[src/rtl/pc_pkg.sv]
// Shared CPU package: Hack word type and the program-counter defaults.
package pc_pkg;
  localparam int PC_WIDTH = 16;

  typedef logic [15:0] word_t;

  localparam word_t PC_RESET_VALUE = 16'h0000;
endpackage

[src/rtl/inc16.sv]
// Combinational +1 adder, wraps modulo 2^WIDTH; shared with the ALU.
module inc16 #(
  parameter int WIDTH = 16
) (
  input  logic [WIDTH-1:0] a,
  output logic [WIDTH-1:0] y
);
  assign y = a + WIDTH'(1);
endmodule

[src/rtl/pc.sv]
// Program counter: load beats increment beats hold, async active-low reset.
module pc
  import pc_pkg::*;
#(
  parameter int               WIDTH       = PC_WIDTH,
  parameter logic [WIDTH-1:0] RESET_VALUE = WIDTH'(PC_RESET_VALUE)
) (
  input  logic             clk,
  input  logic             reset_n,
  input  logic [WIDTH-1:0] in,
  input  logic             load,
  input  logic             inc,
  output logic [WIDTH-1:0] out
);
  logic [WIDTH-1:0] cnt;
  logic [WIDTH-1:0] cnt_inc;
  logic [WIDTH-1:0] cnt_nxt;

  inc16 #(.WIDTH(WIDTH)) u_inc (
    .a (cnt),
    .y (cnt_inc)
  );

  always_comb begin
    cnt_nxt = cnt;
    if (load)     cnt_nxt = in;
    else if (inc) cnt_nxt = cnt_inc;
  end

  always_ff @(posedge clk or negedge reset_n) begin
    if (!reset_n) cnt <= RESET_VALUE;
    else          cnt <= cnt_nxt;
  end

  // out is the register itself: no input-to-output combinational path.
  assign out = cnt;
endmodule

[config.mk]
export PLATFORM = sky130hd
export DESIGN_NAME = pc
export DESIGN_NICKNAME = d
export VERILOG_FILES = /design/src/rtl/pc_pkg.sv /design/src/rtl/inc16.sv /design/src/rtl/pc.sv
export SDC_FILE = /design/constraint.sdc
export NUM_CORES = 1
export LEC_CHECK = 0
export CAP_MARGIN = 20
export CELL_PAD_IN_SITES_DETAIL_PLACEMENT = 1
export CELL_PAD_IN_SITES_GLOBAL_PLACEMENT = 2
export CORE_ASPECT_RATIO = 2
export CORE_MARGIN = 5
export CORE_UTILIZATION = 24
export DETAILED_ROUTE_END_ITERATION = 6
export PLACE_DENSITY = 0.74
export RECOVER_POWER = 100
export SLEW_MARGIN = 40
export SYNTH_ARGS = -nofsm -noshare
export SYNTH_HDL_FRONTEND = slang
export SYNTH_SLANG_ARGS = --single-unit
[constraint.sdc]
create_clock -name clk -period 2.3 [get_ports clk]
set_input_delay 0.23 -clock clk [delete_from_list [all_inputs] [get_ports clk]]
set_output_delay 0.23 -clock clk [all_outputs]
set_load 0.1 [all_outputs]
==> impl_results.md, run 1 <==
* Worst path top cell family by delay: buffers and inverters
* Pwr dens at 730 nW/um2
* Largest net degree at the start of global routing at 25
* Via-to-Cell Ratio at 4.71
* CP Buf/Inv Count at 2
* Depth of the worst register-to-register path at 4
* Worst Hold End: out[0]
* Peak fanout along the critical path at 6
* Grt total ovfl at 0
* Logic pwr share at 38.1%
* Worst path max stage delay at 0.59 ns
* Reg2reg start: out[3]
* Synth Cell Area at 893 um2
* Max-capacitance violation count at 0
* Area Overhead vs Synth at 40.6%
* First-pass GRT wire length at 4.63 mm
* Clock sinks at 16
* Critical path's slowest cell: dlygate4sd3_1
* CP Launch Point: inc
* Int Pwr at 501 uW
* FF-to-FF End: out[15]
* Status: completed
* Flop pwr share at 39.2%
* Seq cells post-synth at 16
* Port bufs at 35
* Initial drt markers at 13
* Wirelength per Cell at 15.1 um
* NumNets Final at 158
* Row Count at 31
* Critical path required time at 2.47 ns
* Placer Congestion at 0.763
* CTS Buffer Depth at 2
* Critical setup path kind: in -> reg
* Final period utilization at 84.7%
* Multi-input gate area at 467 um2
* Setup ws final at 0.352 ns
* Num CTS Buffers at 3
* Ant. Diodes at 0
* CP arrival at 2.12 ns
* RSZ-0062 raised after global routing: false
* Cell count after synthesis at 96
* Worst-Margin Slew at 1.18 ns
* Hold Crit Class: in -> reg
* HPWL Detailed at 2.26 mm
* Post-Place Setup Slack at 0.264 ns
* Crit path time final at 1.95 ns
* TritonCTS clock tree: built
* Crit end category: flop
* Starting density of the core at 24.8%
* Area of the die at 5120 um2
* Setup-failing EPs final at 0
* H-tree Lvls at 1
* Syn. warnings at 0
* Fin util at 34.8%
* Max reg flops at 16
* Post-synthesis area per instance at 9.31 um2
* Routed Wire Length at 2.78 mm
* Syn nets at 117
* Reg area at 410 um2
* Pre-antenna DRT Iters at 3
* Max_slew headroom at 21.4%
* Ports at 36
* FF-to-FF setup slack at 0.51 ns
* PnR Total Power at 917 uW
* Netlist cell types at 25
* F_max at 513 MHz
* Vias in the first global route at 1028
* Clock power frac at 22.7%
* Max VDD drop at 0.000491 V
* Die W at 53.1 um
* Clock Latency Late Sink at 0.24 ns
* CORE AREA at 3610 um2
* Initial antenna violation count at 0
* Final slew viol count at 0
* Clock Skew at 0.00213 ns
* Root Driver: clkbuf_8
* Hold depth at 3
* Via count at 867
* Share of layout cells above drive strength 1 at 11.1%
* P_leak at 0.000441 uW
* Sw Pwr at 416 uW
* Smallest hold slack at 0.540 ns
* Drt drc at 0
* Fillers at 432
* Clock transition at path regs at 0.06 ns
* All-Layer GR Usage at 12.3%
* Worst hold start: in[0]
* Sequential fraction of the synthesis area at 44.8%
* Startpoint Class: input port
* Cell Chain, Critical Path: dlygate4sd3_1, clkbuf_1, and4_2, nand3_1, or4_1, a31oi_1
* Setup TNS at 0 ns
* Switch share at 45.3%
* Final ANT Viol Nets at 0
* Die Y at 96.3 um
* Hold Violations, Final at 0
## power by group through the flow
stage | clock network, uW | registers (uW) | logic (uW)
2_1_floorplan | 0 | 562 | 62.0
3_3_place_gp | 0 | 365 | 375
3_5_place_dp | 0 | 367 | 380
4_1_cts | 217 | 362 | 381
5_1_grt | 231 | 366 | 367
6_report | 208 | 360 | 349
## worst reg2reg max path, stage by stage (launching register included)
cell     delay [ns]
dfrtp_2        0.41
nand2_1        0.15
or4_1          0.61
or3_1          0.36
a31oi_1        0.18
## synthesized netlist by cell type, drive strengths merged
| master | count | share of area [%] |
|---|---|---|
| o21ai | 13 | 7.3 |
| a31oi | 3 | 2.1 |
| nor4 | 1 | 0.70 |
| clkbuf | 2 | 0.84 |
| nand4 | 7 | 6.6 |
| nand3 | 4 | 2.2 |
| nor3 | 2 | 1.1 |
| nor3b | 1 | 0.84 |
| xnor2 | 5 | 4.9 |
| o31ai | 2 | 1.7 |
| or3 | 1 | 0.70 |
| mux2i | 1 | 1.1 |
| xor2 | 7 | 6.9 |
| mux2 | 1 | 1.3 |
| nor2 | 4 | 1.7 |
| nand2 | 17 | 7.1 |
| or4 | 3 | 2.9 |
| buf | 1 | 0.84 |
| ha | 1 | 1.4 |
| dfrtp | 16 | 45 |
| inv | 2 | 0.84 |
| and4 | 2 | 2.1 |
## cells by family (layout without fill, tap and decap cells)
logic type | count (synthesis) | in the layout | synth area share (%)
compound gates | 18 | 18 | 11.1
flops | 16 | 16 | 44.8
buf+inv | 5 | 44 | 2.52
xor+xnor | 12 | 12 | 11.8
simple gates | 42 | 42 | 26.1
fa+ha+maj | 1 | 1 | 1.40
mux | 2 | 2 | 2.38
## layer usage
layer | GRT usage [%] | vias up | part of all wire (%)
met5 | 0 | - | 0
met4 | 5.76 | 0 | 1.7
met3 | 2.17 | 4 | 4.1
met2 | 23.3 | 24 | 58
met1 | 12.2 | 413 | 37
li1 | - | 426 | -
## cell type report
class	count	share of cell area [%]
Multi-Input combinational cell	75	37.2
Sequential cell	16	32.7
Timing Repair Buffer	39	21.4
Tap cell	49	4.88
Clock buffer	3	3.29
Inverter	2	0.598
## metrics by stage
step / area, um2 / std cells
2_1_floorplan: 903 / 96
3_3_place_gp: 1280 / 180
3_5_place_dp: 1280 / 180
4_1_cts: 1320 / 183
5_1_grt: 1260 / 184
6_report: 1260 / 184
## how the worst max path moves through the flow
stage                     cells past startpoint  endpoint
after floorplan                               4   out[15]
after global placement                        5   out[15]
after detailed placement                      5   out[15]
after CTS                                     5   out[15]
after global routing                          6   out[14]
final                                         6   out[14]
## placed cells by master, fill, tap and decap left out, types with 3 or more instances in the layout
cell	synthesis	final
a31oi_1	3	3
clkbuf_1	2	19
clkbuf_8	0	3
clkdlybuf4s50_1	0	17
dfrtp_1	16	8
dfrtp_2	0	8
nand2_1	17	17
nand3_1	4	4
nand4_1	6	6
nor2_1	4	4
o21ai_0	13	13
or4_1	2	3
xnor2_1	5	5
xor2_1	7	7
## what timing repair did
action                                 in CTS  in global routing
hold buffers                                0                  1
resized for setup                           0                  0
setup buffers                               0                  0
endpoints found under the hold margin       0                 16
Note: power is estimated with default switching activity, not from simulation.
==> inputs of run 2 (changes only) <==
clock period = 1.8 ns   (was 2.3 ns; I/O delays follow)
==> impl_results.md, run 2 (synthesized netlist as in run 1, its figures left out) <==
* Clock transition at path regs at 0.07 ns (was 0.06 ns)
* HPWL Detailed at 2.29 mm (was 2.26 mm)
* Routed Wire Length at 2.81 mm (was 2.78 mm)
* Hold_buf cts at 0 (unchanged)
* CTS Buffer Depth at 2 (unchanged)
* Sw Pwr at 540 uW (was 416 uW)
* Final ANT Viol Nets at 0 (unchanged)
* Row Count at 31 (unchanged)
* Crit path time final at 1.71 ns
* Starting density of the core at 24.8% (unchanged)
* First-pass GRT wire length at 4.63 mm (unchanged)
* Area of the die at 5120 um2 (unchanged)
* Critical path required time at 1.97 ns (was 2.47 ns)
* Wirelength per Cell at 14.8 um (was 15.1 um)
* Peak fanout along the critical path at 3 (was 6)
* Crit end category: flop (unchanged)
* Area Overhead vs Synth at 52.4% (was 40.6%)
* Setup-failing EPs final at 0 (unchanged)
* Final slew viol count at 0 (unchanged)
* RSZ-0062 raised after global routing: false (unchanged)
* Status: completed (unchanged)
* P_leak at 0.000515 uW (was 0.000441 uW)
* CORE AREA at 3610 um2 (unchanged)
* Critical setup path kind: in -> reg (unchanged)
* Ant. Diodes at 0 (unchanged)
* Pwr dens at 902 nW/um2 (was 730 nW/um2)
* Clock sinks at 16 (unchanged)
* Via-to-Cell Ratio at 4.81 (was 4.71)
* All-Layer GR Usage at 12.3% (about the same)
* Clock power frac at 23.0% (was 22.7%)
* Grt total ovfl at 0 (unchanged)
* Most common cell after layout, fill and taps aside: clkdlybuf4s50_1 (was clkbuf_1)
* Ports at 36 (unchanged)
* Hold Violations, Final at 0 (unchanged)
* PnR Total Power at 1230 uW (was 917 uW)
* Flop pwr share at 38.4% (was 39.2%)
* Commonest cells after routing, fill and taps aside: clkdlybuf4s50_1, nand2_1, clkbuf_2 (was clkbuf_1, nand2_1, clkdlybuf4s50_1)
* Design Area, Final at 1360 um2 (was 1260 um2)
* Max_slew headroom at 38.0% (was 21.4%)
* DP Area at 1430 um2 (was 1280 um2)
* Hold depth at 3 (unchanged)
* Setup TNS at 0 ns (unchanged)
* Switch share at 44.0% (was 45.3%)
* Share of layout cells above drive strength 1 at 30.5% (was 11.1%)
* F_max at 585 MHz
* Logic pwr share at 38.6% (was 38.1%)
* Via count at 914 (was 867)
* Setup ws final at 0.0915 ns (was 0.352 ns)
* Placer Congestion at 0.741 (was 0.763)
* Startpoint Class: input port (unchanged)
* Post-Place Setup Slack at -0.116 ns (was 0.264 ns)
* NumNets Final at 163 (was 158)
* Port bufs at 35 (unchanged)
* PostCTS Resize Cnt at 0 (unchanged)
* Post-CTS setup buffer count at 0 (unchanged)
* Initial drt markers at 12 (was 13)
* Die W at 53.1 um (unchanged)
* Hold Crit Class: in -> reg (unchanged)
* Max VDD drop at 0.000476 V (was 0.000491 V)
* Pre-antenna DRT Iters at 2 (was 3)
* CP arrival at 1.88 ns (was 2.12 ns)
* Final period utilization at 94.9%
* Worst-Margin Slew at 0.930 ns (was 1.18 ns)
* Largest net degree at the start of global routing at 25 (unchanged)
* Clock Skew at 0.00457 ns (was 0.00213 ns)
* Num CTS Buffers at 3 (unchanged)
* H-tree Lvls at 1 (unchanged)
* TritonCTS clock tree: built (unchanged)
* Root Driver: clkbuf_8 (unchanged)
* Max-capacitance violation count at 0 (unchanged)
* Drt drc at 0 (unchanged)
* Fillers at 419 (was 432)
* Int Pwr at 688 uW (was 501 uW)
* Max reg flops at 16 (unchanged)
* Die Y at 96.3 um (unchanged)
* Vias in the first global route at 1030 (was 1028)
* Depth of the worst register-to-register path at 4 (unchanged)
* Initial antenna violation count at 0 (unchanged)
* Clock Latency Late Sink at 0.25 ns (was 0.24 ns)
## run 2: changes by cell type in the layout (fill, tap and decap cells not counted), sizes merged
| cell | change |
|---|---|
| buf | +6 |
## run 2: metrics by stage
| step | cells | hold WS, ns | util (%) |
|---|---|---|---|
| after global routing | 190 | 0.512 | 37.7 |
| after detailed placement | 186 | 0.527 | 39.5 |
| after global placement | 186 | 0.524 | 39.5 |
| after CTS | 190 | 0.251 | 40.8 |
| after floorplan | 96 | -0.116 | - |
| final | 190 | 0.479 | 37.7 |
## run 2: worst max-delay path: stages
cell	delay, ns
dlygate4sd3_1	0.55
nand4_1	0.13
or4_4	0.57
or3_1	0.32
a31oi_1	0.13
## run 2: layer usage
metal | global-route usage, % | part of all wire [%] | up-vias
li1 | - | - | 434
met1 | 12.0 | 36 | 446
met2 | 23.8 | 56 | 28
met3 | 2.33 | 5.6 | 6
met4 | 5.54 | 2.1 | 0
met5 | 0 | 0 | -
## run 2: power by group through the flow
stage                     sequential [uW]  combinational [uW]  clock, uW
final                                 471                 474        283
after global routing                  479                 498        305
after CTS                             481                 529        295
after detailed placement              489                 527          0
after global placement                487                 523          0
after floorplan                       737                79.6          0
## run 2: cell type report
type | count | area, um2 | share of cell area [%]
Timing Repair Buffer | 44 | 345 | 25.4
Clock buffer | 4 | 45.0 | 3.31
Sequential cell | 16 | 444 | 32.6
Tap cell | 49 | 61.3 | 4.50
Inverter | 2 | 7.51 | 0.551
Multi-Input combinational cell | 75 | 458 | 33.6
## run 2: final timing paths
check	from	end	slack (ns)
worst max-delay path	inc	out[15]	0.09
max in group asynchronous	reset_n	out[7]	0.55
worst max register to register	out[2]	out[15]	0.11
worst min-delay path	in[8]	out[8]	0.48
min in group asynchronous	reset_n	out[3]	0.58
worst min register to register	out[12]	out[12]	0.60
